**src/rtl/sha256_msg_padder.sv**
```systemverilog
// sha256_msg_padder: streams message bytes into big-endian 512-bit blocks with SHA-256 padding and length field
module sha256_msg_padder #(
  parameter int LEN_W = 16
) (
  input  logic         clock,
  input  logic         reset,
  input  logic         in_valid,
  input  logic [7:0]   in_data,
  input  logic         in_last,
  output logic         in_ready,
  output logic         block_valid,
  output logic [511:0] block_data,
  output logic         block_first,
  output logic         block_last,
  input  logic         block_ready,
  output logic         len_error
);
  typedef enum logic [1:0] {FILL, OUT, PAD2} state_t;
  typedef enum logic [1:0] {NONE, LENBLK, PADBLK} pend_t;
  state_t state_q, state_d;
  pend_t pend_q, pend_d;
  logic [511:0] buf_q, buf_d;
  logic [5:0] pos_q, pos_d, pos_n;
  logic [LEN_W-1:0] len_q, len_d, len_n;
  logic first_q, first_d, last_q, last_d, err_q, err_d;
  assign in_ready    = state_q == FILL;
  assign block_valid = state_q == OUT;
  assign block_data  = buf_q;
  assign block_first = first_q;
  assign block_last  = last_q;
  assign len_error   = err_q;
  always_comb begin
    state_d = state_q;
    pend_d  = pend_q;
    buf_d   = buf_q;
    pos_d   = pos_q;
    len_d   = len_q;
    first_d = first_q;
    last_d  = last_q;
    err_d   = err_q;
    pos_n   = pos_q + 6'd1;
    len_n   = len_q + LEN_W'(1);
    case (state_q)
      FILL: if (in_valid) begin
        // byte i of the block lives at bits [(63-i)*8 +: 8], and 63-i is ~i for a 6-bit index
        buf_d[{~pos_q, 3'b0} +: 8] = in_data;
        pos_d = pos_n;
        len_d = len_n;
        err_d = err_q | (&len_q);
        if (in_last) begin
          state_d = OUT;
          if (pos_n != 6'd0) begin
            buf_d[{~pos_n, 3'b0} +: 8] = 8'h80;
            if (pos_n <= 6'd55) begin
              buf_d[63:0] = 64'(len_n) << 3;
              last_d = 1'b1;
            end else pend_d = LENBLK;
          end else pend_d = PADBLK;
        end else if (pos_n == 6'd0) state_d = OUT;
      end
      OUT: if (block_ready) begin
        buf_d   = '0;
        first_d = last_q;
        last_d  = 1'b0;
        if (pend_q == NONE) begin
          state_d = FILL;
          if (last_q) begin
            len_d = '0;
            pos_d = '0;
            err_d = 1'b0;
          end
        end else state_d = PAD2;
      end
      PAD2: begin
        buf_d[511:504] = pend_q == PADBLK ? 8'h80 : 8'h00;
        buf_d[63:0]    = 64'(len_q) << 3;
        last_d  = 1'b1;
        pend_d  = NONE;
        state_d = OUT;
      end
      default: state_d = FILL;
    endcase
  end
  always_ff @(posedge clock) begin
    if (reset) begin
      state_q <= FILL;
      pend_q  <= NONE;
      buf_q   <= '0;
      pos_q   <= '0;
      len_q   <= '0;
      first_q <= 1'b1;
      last_q  <= 1'b0;
      err_q   <= 1'b0;
    end else begin
      state_q <= state_d;
      pend_q  <= pend_d;
      buf_q   <= buf_d;
      pos_q   <= pos_d;
      len_q   <= len_d;
      first_q <= first_d;
      last_q  <= last_d;
      err_q   <= err_d;
    end
  end
endmodule

```
**config.mk**
```make
export PLATFORM = sky130hd
export DESIGN_NAME = sha256_msg_padder
export DESIGN_NICKNAME = d
export VERILOG_FILES = /design/src/rtl/sha256_msg_padder.sv
export SDC_FILE = /design/constraint.sdc
export NUM_CORES = 1
export LEC_CHECK = 0
export ABC_CLOCK_PERIOD_IN_PS = 4200
export BUFFER_PORTS_ARGS = -buffer_cell sky130_fd_sc_hd__buf_2
export CAP_MARGIN = 0
export CORE_MARGIN = 10
export CORE_UTILIZATION = 30
export DETAILED_ROUTE_END_ITERATION = 7
export GPL_TIMING_DRIVEN = 0
export HOLD_SLACK_MARGIN = 0.06
export PLACE_DENSITY_LB_ADDON = 0.15
export RECOVER_POWER = 25
export REMOVE_ABC_BUFFERS = 1
export SLEW_MARGIN = 15
export SYNTH_ARGS = -nofsm -noshare
export SYNTH_HDL_FRONTEND = slang
export SYNTH_SLANG_ARGS = --single-unit
```
**constraint.sdc**
```tcl
create_clock -name clock -period 4.2 [get_ports clock]
set_input_delay 0.21 -clock clock [delete_from_list [all_inputs] [get_ports clock]]
set_output_delay 0.21 -clock clock [all_outputs]
set_load 0.1 [all_outputs]
```
==> flow_summary_export.csv <==
group,metric,value,unit
status,status,"finished clean",
placement,place_inst,3754,
final_layout,final_cell_mix,"dfxtp_1 (537), clkbuf_1 (272), buf_2 (265), nand2_1 (200), a22o_1 (180)",
synth,netlist_area,0.0224,sq mm
grt,grt_max_degree,110,
sta,fin_skew,0.0240,ns
clocking,clockRootBuffer,"clkbuf_16",
routing,vias,22300,
routing,drc,0,
synth,synth_top_flop_cell,"dfxtp_1",
worst_setup_path,crit_buf_inv,1,
worst_setup_path,cp_slowest_cell,"dfxtp_2",
sta,hold_viol_final,0,
routing,routed_wl,110,mm
sta,maxSlewViolCount,0,
sta,timing.final.crit_share,0.967,
clocking,clk_latency,0.65,ns
worst_setup_path,critPathMaxFanout,17,
synth,synth.area.top_cells,"dfxtp_1 (48%), a22o_1 (7.0%), o2bb2ai_1 (4.1%), nand2_1 (3.4%), a21oi_1 (3.3%)",
final_layout,nNetsFinal,2885,
floorplanning,pin_count,530,
job,cap_violations,0,
clocking,cts_buffer_depth,3,
pwr,total_power,12.3,mW
worst_setup_path,startpoint_type,"register",
synth,yosysTopAreaCell,"dfxtp_1",
sta,finalSetupViolCount,0,
floorplanning,rows,100,
final_layout,fillers,7645,
floorplanning,core_area,0.0743,sq mm
clocking,cts.reportedPaths.clkPinSlew,0.06,ns
grt,grt_pass1_wl,157,mm
min_path,hp-class,"input pin to register",
routing,drt-pass1-iter-count,5,
synth,ys.warnings.count,0,
sta,worst_pin_slew,1.32,ns
final_layout,postLayoutCellArea,0.0283,sq mm
clocking,ctsHtreeMaxLevel,2,
floorplanning,dieWidth,293,microns
grt,grt_use_total,0.242,
routing,drt_iter0_markers,2141,
placement,gp_congestion,0.919,
final_layout,post_route_cells_drive_above_1_share,0.193,
final_layout,diodes,0,
worst_setup_path,arrival,4.56,ns
synth,ys_seq_elements,541,
clocking,numCtsBuffers,61,
synth,netlist_instances,2405,
clocking,cts_sinks,541,
sta,tns,0,ns
worst_setup_path,crit_family,"simple AND/OR/NAND/NOR gates",
final_layout,syn_to_final_growth,26.0,%
clocking,tritoncts,"yes",
grt,grt_pass1_vias,21800,
worst_setup_path,max_stage_delay,0.60,ns
worst_setup_path,worstSetupPathType,"register to register",
grt,antenna_found_initial,3,
sta,rsz0062_at_grt,"no",
grt,grt_remaining_overflow,0,
sta,max_freq,246,MHz
routing,drtAntennaViolNets,0,
sta,final.min_clock_period,4.06,ns
pwr,ir_worst_vdd,0.306,mV
floorplanning,die_y,293,microns
routing,vias_per_cell,5.76,
routing,wl_per_cell,28.4,microns
worst_setup_path,crit_required,4.70,ns
placement,dp_hpwl,80.5,mm
synth,synthArstFlopShare,0,
synth,seq_area_frac_synth,0.483,
placement,dpl_worst_slack,-1.32,ns
floorplanning,dieArea,0.0861,sq mm
placement,port_buffers,529,
pwr,p_leak,10.3,nW
worst_setup_path,endpoint_kind,"register",
synth,syn_avg_cell_area,9.33,sq um
final_layout,final_common_cell,"dfxtp_1",
final_layout,final_cells,3878,
worst_setup_path,critical_path.most_common_cell,"nand2_1",
worst_setup_path,cp_cell_sequence,"inv_1 -> ha_2 -> nor2b_2 -> nand2_1 -> a21oi_2 -> mux2_2 -> nand2_1 -> o21ai_4 -> o2bb2ai_1",
pwr,cellPowerDensity,435,mW/mm^2
floorplanning,start_util,0.302,
synth,synth_cell_types,96,
synth,synth_edf_count,0,
synth,yosysTopAreaCellShare,0.483,
placement,placed_area,0.0260,sq mm
sta,slew_headroom,0.123,
sta,worst_slack,0.138,ns
worst register-to-register path, stage by stage, from the launching register on:
cell       delay (ns)
dfxtp_2          0.60
inv_1            0.14
ha_2             0.55
nor2b_2          0.43
nand2_1          0.21
a21oi_2          0.39
mux2_2           0.54
nand2_1          0.45
o21ai_4          0.47
o2bb2ai_1        0.14
path summary, 6_finish.rpt:
| check | startpoint | end | slack (ns) | depth (start not counted) |
|---|---|---|---|---|
| worst max-delay path | pos_q[1] | block_data[502] | 0.14 | 9 |
| worst min-delay path | in_valid | pend_q[0] | 0.15 | 5 |
| worst max register to register | pos_q[1] | block_data[502] | 0.14 | 9 |
| worst min register to register | block_data[137] | block_data[137] | 0.46 | 1 |
routing by layer:
layer	share of wire	track usage	up-vias	wire length [microns]
met1	0.39	0.288	11000	43400
met2	0.47	0.405	1055	52000
met5	0.00031	0	-	34
li1	-	-	10000	-
met3	0.095	0.0752	217	10500
met4	0.040	0.0919	6	4410
flip-flops by register name, summed over array words and instances, names as in the netlist:
name         count
block_last       1
block_first      1
len_q           16
pend_q           2
pos_q            6
state_q          2
len_error        1
block_data     512
power breakdown:
group	internal, mW	total, mW	switching [mW]
combinational	0.343	1.64	1.29
clock	3.21	5.47	2.26
sequential	5.16	5.20	0.0404
cell families (layout without fill, tap and decap cells):
group,count (synthesis),in the layout,synth area share
flip-flops,541,541,0.483
buffers and inverters,269,771,0.0471
XOR/XNOR,16,16,0.00725
adder cells (fa/ha/maj),10,10,0.00558
AO/OA/AOI/OAI,916,916,0.312
multiplexers,19,19,0.00970
AND/OR/NAND/NOR,634,636,0.135
stage by stage:
stage	util	hold WS (ns)
4_1_cts	0.382	0.128
5_1_grt	0.380	0.196
6_report	0.380	0.153
3_3_place_gp	0.344	0.437
3_5_place_dp	0.350	0.441
2_1_floorplan	-	0.279
cells in the mapped netlist, types with 7 or more instances:
cell / count
a31oi_1: 22
buf_1: 21
a21o_1: 13
or3_1: 10
a21oi_2: 10
a22o_1: 180
nor4_1: 11
a21oi_1: 147
a32oi_1: 10
and2_1: 8
o22ai_1: 57
mux2i_1: 8
o31ai_1: 12
and3_1: 24
nand4_1: 12
mux2_2: 9
o2bb2ai_1: 106
nand2_1: 204
o211ai_1: 19
nand3_1: 115
buf_2: 23
o21ai_1: 7
a21boi_1: 8
nor2_1: 131
a211oi_1: 9
inv_1: 90
nor2b_1: 21
o21ai_0: 107
o32ai_1: 72
clkbuf_1: 129
nor3_1: 43
a22oi_1: 25
nand2b_1: 22
ha_1: 10
a311oi_1: 12
o311ai_0: 9
dfxtp_1: 541
xnor2_1: 9
timing repair:
item,CTS,global route
pin swaps,7,2
endpoints found under the setup margin,505,427
gates cloned,2,0
hold buffers,2,0
hold endpoints to repair,23,0
resized for setup,44,25
buffers inserted,5,5
layout make-up:
class                      count  area, sq um  area share
clock buffer                  87         1790      0.0635
clock inverter                23          250     0.00885
inverter                      91          343      0.0121
multi-input combinational   1597        11000       0.390
sequential                   541        10800       0.383
tap                          969         1210      0.0429
timing repair buffer         570         2810      0.0992
No activity file was read; power rests on OpenSTA's default activity.
